==> src/rtl/mips_defs.sv <==
// mips_defs: shared MIPS datapath constants and helpers.
//   REG_ADDR_W : register index width
//   WORD_W     : datapath word width
//   REG_ZERO   : index of the hardwired-zero register
//   wr_decode  : 5->32 one-hot write enable, never selecting $zero
package mips_defs;

    localparam int          REG_ADDR_W = 5;
    localparam int          WORD_W     = 32;
    localparam logic [4:0]  REG_ZERO   = 5'd0;

    // Gated one-hot decode. $zero never gets an enable, so no write can
    // reach it even if the caller forgets to filter index 0.
    function automatic logic [31:0] wr_decode(input logic en, input logic [REG_ADDR_W-1:0] idx);
        logic [31:0] oh;
        oh = '0;
        if (en && idx != REG_ZERO)
            oh[idx] = 1'b1;
        return oh;
    endfunction

endpackage

==> src/rtl/mux32_1.sv <==
// mux32_1: 32-to-1 single-bit multiplexer.
//   src : 32 candidate bits (bit n = input n)
//   sel : 5-bit select
//   y   : src[sel]
module mux32_1 (
    input  logic [31:0] src,
    input  logic [4:0]  sel,
    output logic        y
);

    assign y = src[sel];

endmodule

==> src/rtl/reg_file.sv <==
// reg_file: 32 x 32-bit MIPS register file, two combinational read ports,
// one synchronous write port, $zero hardwired to 0.
//   clk, rst_n              : clock, async active-low clear of all registers
//   reg_write               : write enable
//   write_reg, write_data   : write index / value (captured on rising clk)
//   read_reg1, read_reg2    : read indices (rs, rt)
//   read_data1, read_data2  : combinational register contents
// Reads are not bypassed: a same-cycle write shows up only after the edge.
module reg_file
    import mips_defs::*;
#(
    parameter int DATA_WIDTH = WORD_W,
    parameter int REG_COUNT  = 32
) (
    input  logic                  clk,
    input  logic                  rst_n,
    input  logic                  reg_write,
    input  logic [REG_ADDR_W-1:0] write_reg,
    input  logic [DATA_WIDTH-1:0] write_data,
    input  logic [REG_ADDR_W-1:0] read_reg1,
    input  logic [REG_ADDR_W-1:0] read_reg2,
    output logic [DATA_WIDTH-1:0] read_data1,
    output logic [DATA_WIDTH-1:0] read_data2
);

    logic [REG_COUNT-1:0]                  wen;
    logic [REG_COUNT-1:0][DATA_WIDTH-1:0]  rows;   // rows[r] = register r
    logic [DATA_WIDTH-1:0][REG_COUNT-1:0]  slice;  // slice[b][r] = bit b of register r

    assign wen = wr_decode(reg_write, write_reg);

    // $zero is a constant, not a flop.
    assign rows[0] = '0;

    for (genvar r = 1; r < REG_COUNT; r++) begin : g_reg
        logic [DATA_WIDTH-1:0] q;
        always_ff @(posedge clk or negedge rst_n) begin
            if (!rst_n)
                q <= '0;
            else if (wen[r])
                q <= write_data;
        end
        assign rows[r] = q;
    end

    // Transpose so each bit-slice mux sees bit b of every register.
    for (genvar b = 0; b < DATA_WIDTH; b++) begin : g_slice
        for (genvar r = 0; r < REG_COUNT; r++) begin : g_row
            assign slice[b][r] = rows[r][b];
        end

        mux32_1 u_rd1 (
            .src (slice[b]),
            .sel (read_reg1),
            .y   (read_data1[b])
        );

        mux32_1 u_rd2 (
            .src (slice[b]),
            .sel (read_reg2),
            .y   (read_data2[b])
        );
    end

endmodule

==> config.mk <==
export PLATFORM = sky130hd
export DESIGN_NAME = reg_file
export DESIGN_NICKNAME = d
export VERILOG_FILES = /design/src/rtl/mips_defs.sv /design/src/rtl/mux32_1.sv /design/src/rtl/reg_file.sv
export SDC_FILE = /design/constraint.sdc
export NUM_CORES = 2
export LEC_CHECK = 0
export CORE_MARGIN = 2
export CORE_UTILIZATION = 45
export CTS_CLUSTER_DIAMETER = 150
export DETAILED_ROUTE_END_ITERATION = 16
export PLACE_DENSITY = 0.59
export SLEW_MARGIN = 0
export SYNTH_ARGS = -nofsm -noshare
export SYNTH_HDL_FRONTEND = slang
export SYNTH_HIERARCHICAL = 1
export SYNTH_SLANG_ARGS = --single-unit
==> constraint.sdc <==
create_clock -name clk -period 1.35 [get_ports clk]
set_input_delay 0.135 -clock clk [delete_from_list [all_inputs] [get_ports clk]]
set_output_delay 0.135 -clock clk [all_outputs]
set_load 0.02 [all_outputs]
# After elaboration in Yosys (flattened, before gate mapping)
# Index checks and enable logic that the tools add are counted.
[word_totals]
input_bits = 50
elab_cells = 169
output_inout_bits = 64
ff_bits = 992
[classes]
order_cmp = 4
reduce_logical = 3
mux = 131
[ops]
columns = ["operator", "n"]
rows = [
  ["$bmux 1 s5", 64],
  ["$mux 1", 65],
  ["$mux 32", 1],
  ["$lt 5x6->1 const B", 3],
  ["$demux 1 s5", 1],
  ["$ge 5x1->1 const B", 1],
  ["$reduce_bool 5->1", 1],
  ["$logic_and 1x1->1", 2],
]

# Depth between registers and ports, before layout
[logic_depth]
ltp_word = 5
mapped_depth = 7
ltp_nobuf = 5

# By module
# Netlist, hierarchy kept.
[modules_own_cells]
columns = ["module", "cells_per_inst", "instances", "area_per_inst_um2", "seq_area_each_um2"]
rows = [
  ["reg_file", 2224, 1, 37094.3, 24823.8],
  ["mux32_1", 41, 64, 325.3, 0.0],
]

# Worst setup path before layout
# OpenSTA, ideal clock, no wires.
[synth_path]
kind = "input port to flip-flop"
startpoint = "input port write_reg[0]"
endpoint = "register g_reg[30].q[10]"
cell_stages = 5
n_path_buf = 2
required_time_ps = 1225
setup_time_ps = 125
arrival_ps = 1284
setup_slack_ps = -59
path_cell_list = "buf_2 nand2b_1 nor2_1 buf_2 mux2_2"
[synth_between]
elab_chain_len = 5
word_cells_on_any_way = 8
classes_between = "order compare: 2; mux: 3; reduce/logical: 3"
[synth_rtl]
columns = ["element", "line_no", "text"]
rows = [
  ["from (decl)", "reg_file.sv:18", "input logic [REG_ADDR_W-1:0] write_reg,"],
  ["$lt 5x6->1 (implied by the code) / $ge 5x1->1 (equally long branches)", "mips_defs.sv:18", "oh[idx] = 1'b1;"],
  ["$logic_and 1x1->1 (implied by the code)", "mips_defs.sv:18", ""],
  ["$mux 1 (implied by the code)", "mips_defs.sv:18", ""],
  ["$demux 1 s5", "mips_defs.sv:18", ""],
  ["$mux 32 *", "mips_defs.sv:17", "if (en && idx != REG_ZERO)"],
  ["to (signal assigned)", "reg_file.sv:41", "q <= write_data;"],
  ["to (decl)", "reg_file.sv:36", "logic [DATA_WIDTH-1:0] q;"],
]
# Every way passes the cells marked *; elsewhere a longest branch is shown, timed or not.
# A chain may end at the register's enable or synchronous reset.

# Final worst setup path
[layout_path]
startpoint = "register g_reg[19].q[14]"
endpoint = "output port read_data2[14]"
[layout_between]
elab_chain_len = 2
[layout_rtl]
columns = ["element", "line_no", "text"]
rows = [
  ["from (decl)", "reg_file.sv:36", ""],
  ["from (signal assigned)", "reg_file.sv:41", ""],
  ["$bmux 1 s5", "mux32_1.sv:11", "assign y = src[sel];"],
  ["$mux 1 (implied by the code)", "mux32_1.sv:11", ""],
  ["to (decl)", "reg_file.sv:23", "output logic [DATA_WIDTH-1:0] read_data2"],
]
# Every way passes these cells. The select of a mux whose other input is x is not followed.

==> flow_metrics.env <==
export IMPL_path_clk_slew_ns=0.06
export IMPL_drtPass1Iterations=7
export IMPL_grt_usage_pct=28.00
export IMPL_routedWlPerCell_um=25.67
export IMPL_fin_nets=5566
export IMPL_clock_skew_ns=0
export IMPL_synth_top_family_by_area="multiplexers"
export IMPL_report_final_slew_viol_count=0
export IMPL_status="finished, violations left"
export IMPL_setup_viol=66
export IMPL_ys_ff_latch=992
export IMPL_period_share_pct=172.6
export IMPL_max_freq_mhz=429.1
export IMPL_violations="negative setup slack"
export IMPL_die_height_um=362.7
export IMPL_period_minus_slack_ns=2.330
export IMPL_cp_arrival_ns=2.20
export IMPL_layout_drive_gt1_share_pct=36.24
export IMPL_coreArea_um2=127700
export IMPL_synthXorXnorAreaFrac_pct=0
export IMPL_largest_register_ffs=992
export IMPL_start_util_pct=45.36
export IMPL_power_density_nw_per_um2=1315
export IMPL_clock_sinks=992
export IMPL_ys_warn_count=6
export IMPL_clockBufferDepth=3
export IMPL_final_hold_viol_count=0
export IMPL_synth_adder_area_share_pct=0
export IMPL_rsz0062_at_grt="yes"
export IMPL_avgSynthCellArea_um2=11.95
export IMPL_p_switching_w=0.02735
export IMPL_num_io_pins=114
export IMPL_via_per_inst=5.875
export IMPL_vias=42760
export IMPL_htree_levels=3
export IMPL_fp_row_count=131
export IMPL_seq_area_frac_synth_pct=42.86
export IMPL_drt_iter0_markers=3096
export IMPL_rr_startpoint="g_reg[25].q[22]"
export IMPL_grt_pass1_vias=42820
export IMPL_p_seq_share_pct=43.0
export IMPL_whs_ns=0.2415
export IMPL_utilization_pct=55.67
export IMPL_grt_pass1_wl_mm=278.7
export IMPL_synth_compound_area_share_pct=6.913
export IMPL_maxCapViolations=0
export IMPL_insertion_delay_ns=0.74
export IMPL_syn_area_um2=57910
export IMPL_cp_startpoint="g_reg[19].q[14]"
export IMPL_syn_inst=4848
export IMPL_syn2layout_area_growth_pct=22.74
export IMPL_hp_class="input pin to async pin"
export IMPL_p_sw_share_pct=29.25
export IMPL_drc=0
export IMPL_grt_max_degree=70
export IMPL_hpwl_mm=125.3
export IMPL_pwr_share_clk_pct=35.2
export IMPL_power_w=0.09351
export IMPL_largestRegisters="g.q x992"
export IMPL_setup_worst_path_class="flip-flop to output pin"
export IMPL_startpoint_type="flip-flop"
export IMPL_path_max_fanout=3
export IMPL_vdd_ir_drop_max_mv=1.086
export IMPL_design_area_um2=71080
export IMPL_antenna_found_initial=2
export IMPL_gp_congestion=0.8926
export IMPL_leakagePower_nw=33.86
export IMPL_required_ns=1.22
export IMPL_cts_inserted_buffers=112
export IMPL_setup_slack_ns=-0.9803
export IMPL_fp_dieArea_um2=131600
export IMPL_p_int_w=0.06615
export IMPL_combPwrFrac_pct=21.9
export IMPL_placed_area_um2=66440
export IMPL_cts_tree="yes"
export IMPL_ant_nets=0
export IMPL_overflow=0
export IMPL_synth_cell_type_count=27
export IMPL_synthMuxAreaShare_pct=36.99
export IMPL_worstSetupEndpointType="output pin"
export IMPL_regMostFlops="g.q"
export IMPL_synthSimpleGateAreaFrac_pct=8.318
export IMPL_root_buffer="clkbuf_16"
export IMPL_port_buffers=113
export IMPL_finalWirelength_mm=186.8
export IMPL_die_width_um=362.7
power by group through the flow:
stage	sequential, W	clock, W	combinational [W]
after floorplan	0.0391	0	0.0137
after global placement	0.0403	0	0.0196
after detailed placement	0.0406	0	0.0200
after CTS	0.0401	0.0335	0.0203
after global routing	0.0410	0.0347	0.0221
final	0.0402	0.0329	0.0204
synth_stat cells (all sizes together):
cell type	number	share of area [%]
a211oi	64	0.83
a21oi	192	1.7
a22oi	256	3.3
a311o	64	1.1
and2	64	0.69
and2b	64	0.83
and4bb	3	0.065
buf	222	4.3
clkbuf	100	0.65
conb	1	0.0065
dfrtp	992	43
mux2	992	19
mux2i	1024	18
nand2	396	2.6
nand2b	66	0.71
nand3	132	1.1
nand4	1	0.011
nand4b	67	1.0
nor2	77	0.50
nor2b	66	0.71
nor3	1	0.017
nor4b	1	0.026
or3	3	0.032
layout by cell type (no fill, tap or decap), types with 6 or more instances in the layout:
| cell | netlist | routed |
|---|---|---|
| mux2_2 | 983 | 983 |
| dfrtp_1 | 992 | 992 |
| nor2b_1 | 66 | 64 |
| nand2b_1 | 66 | 66 |
| buf_4 | 0 | 471 |
| conb_1 | 1 | 64 |
| a21oi_2 | 0 | 10 |
| nand4b_1 | 67 | 67 |
| mux2i_2 | 0 | 11 |
| nand2_4 | 0 | 10 |
| buf_6 | 64 | 79 |
| a211oi_1 | 64 | 64 |
| nor2_1 | 77 | 64 |
| a21oi_1 | 192 | 182 |
| clkbuf_16 | 0 | 118 |
| a22oi_2 | 0 | 14 |
| mux2_1 | 9 | 6 |
| and2b_1 | 64 | 64 |
| a22oi_1 | 256 | 242 |
| nand2_1 | 396 | 382 |
| clkbuf_1 | 100 | 19 |
| nand3_1 | 132 | 128 |
| a311o_1 | 64 | 58 |
| clkinv_2 | 0 | 21 |
| nor2_4 | 0 | 12 |
| bufinv_16 | 0 | 13 |
| clkinvlp_4 | 0 | 8 |
| clkbuf_8 | 0 | 26 |
| mux2i_1 | 1024 | 1013 |
| a311o_2 | 0 | 6 |
| clkdlybuf4s50_1 | 0 | 37 |
| buf_12 | 64 | 209 |
| and2_1 | 64 | 64 |
metal layers:
metal	GRT usage [%]	part of all wire [%]	routed length, um
met5	0	0	0
met4	8.453	3.1	5712
met3	3.642	5.0	9326
met2	44.70	46	86420
met1	39.63	46	85370
path summary, 6_finish.rpt:
kind                                   endpoint  slack (ns)  cells after the start
worst max-delay path             read_data2[14]       -0.98                      6
worst min-delay path             g_reg[10].q[6]        0.24                      3
worst max register to register  g_reg[25].q[22]        0.34                      3
worst min register to register   g_reg[28].q[5]        0.52                      1
max in group asynchronous        g_reg[19].q[1]        0.43                      3
min in group clk                 g_reg[2].q[10]        0.27                      3
metrics by stage:
| step | TNS, ns | setup slack, ns | cells |
|---|---|---|---|
| global route | -63.00 | -1.113 | 7277 |
| finish | -56.87 | -0.9803 | 7278 |
| detailed placement | -857.99 | -1.122 | 7035 |
| floorplan | -9.657 | -0.03998 | 4911 |
| global placement | -859.12 | -1.114 | 7035 |
| CTS | -59.54 | -1.046 | 7266 |
kinds of logic after synthesis:
group,after synthesis
other,1
buffers and inverters,322
AND/OR/NAND/NOR,941
AO/OA/AOI/OAI,576
multiplexers,2016
flip-flops,992
worst max-delay path: stages (launching register included):
cell and delay, ns:
dfrtp_1 0.39, mux2i_1 0.17, a22oi_1 0.14, nand4b_1 0.12, a21oi_1 0.05, a311o_1 0.43, buf_6 0.17
cell type report:
| cell class | instances | area [um2] |
|---|---|---|
| flip-flops and latches | 992 | 24820 |
| well taps | 1662 | 2079 |
| repair buffers | 813 | 9276 |
| clock buffers | 159 | 3282 |
| fillers | 10790 | 56600 |
| diodes | 1 | 2.502 |
| clock inverters | 54 | 690.7 |
| multi-input cells | 3597 | 30930 |
repair_timing:
| action | CTS | global route |
|---|---|---|
| endpoints found under the hold margin | 992 | 0 |
| endpoints found under the setup margin | 546 | 167 |
| cloned | 1 | 4 |
| hold buffers | 2 | 0 |
| buffers inserted | 17 | 8 |
| resized for setup | 382 | 57 |
| pin swaps | 248 | 122 |
(Power assumes the default switching activity.)
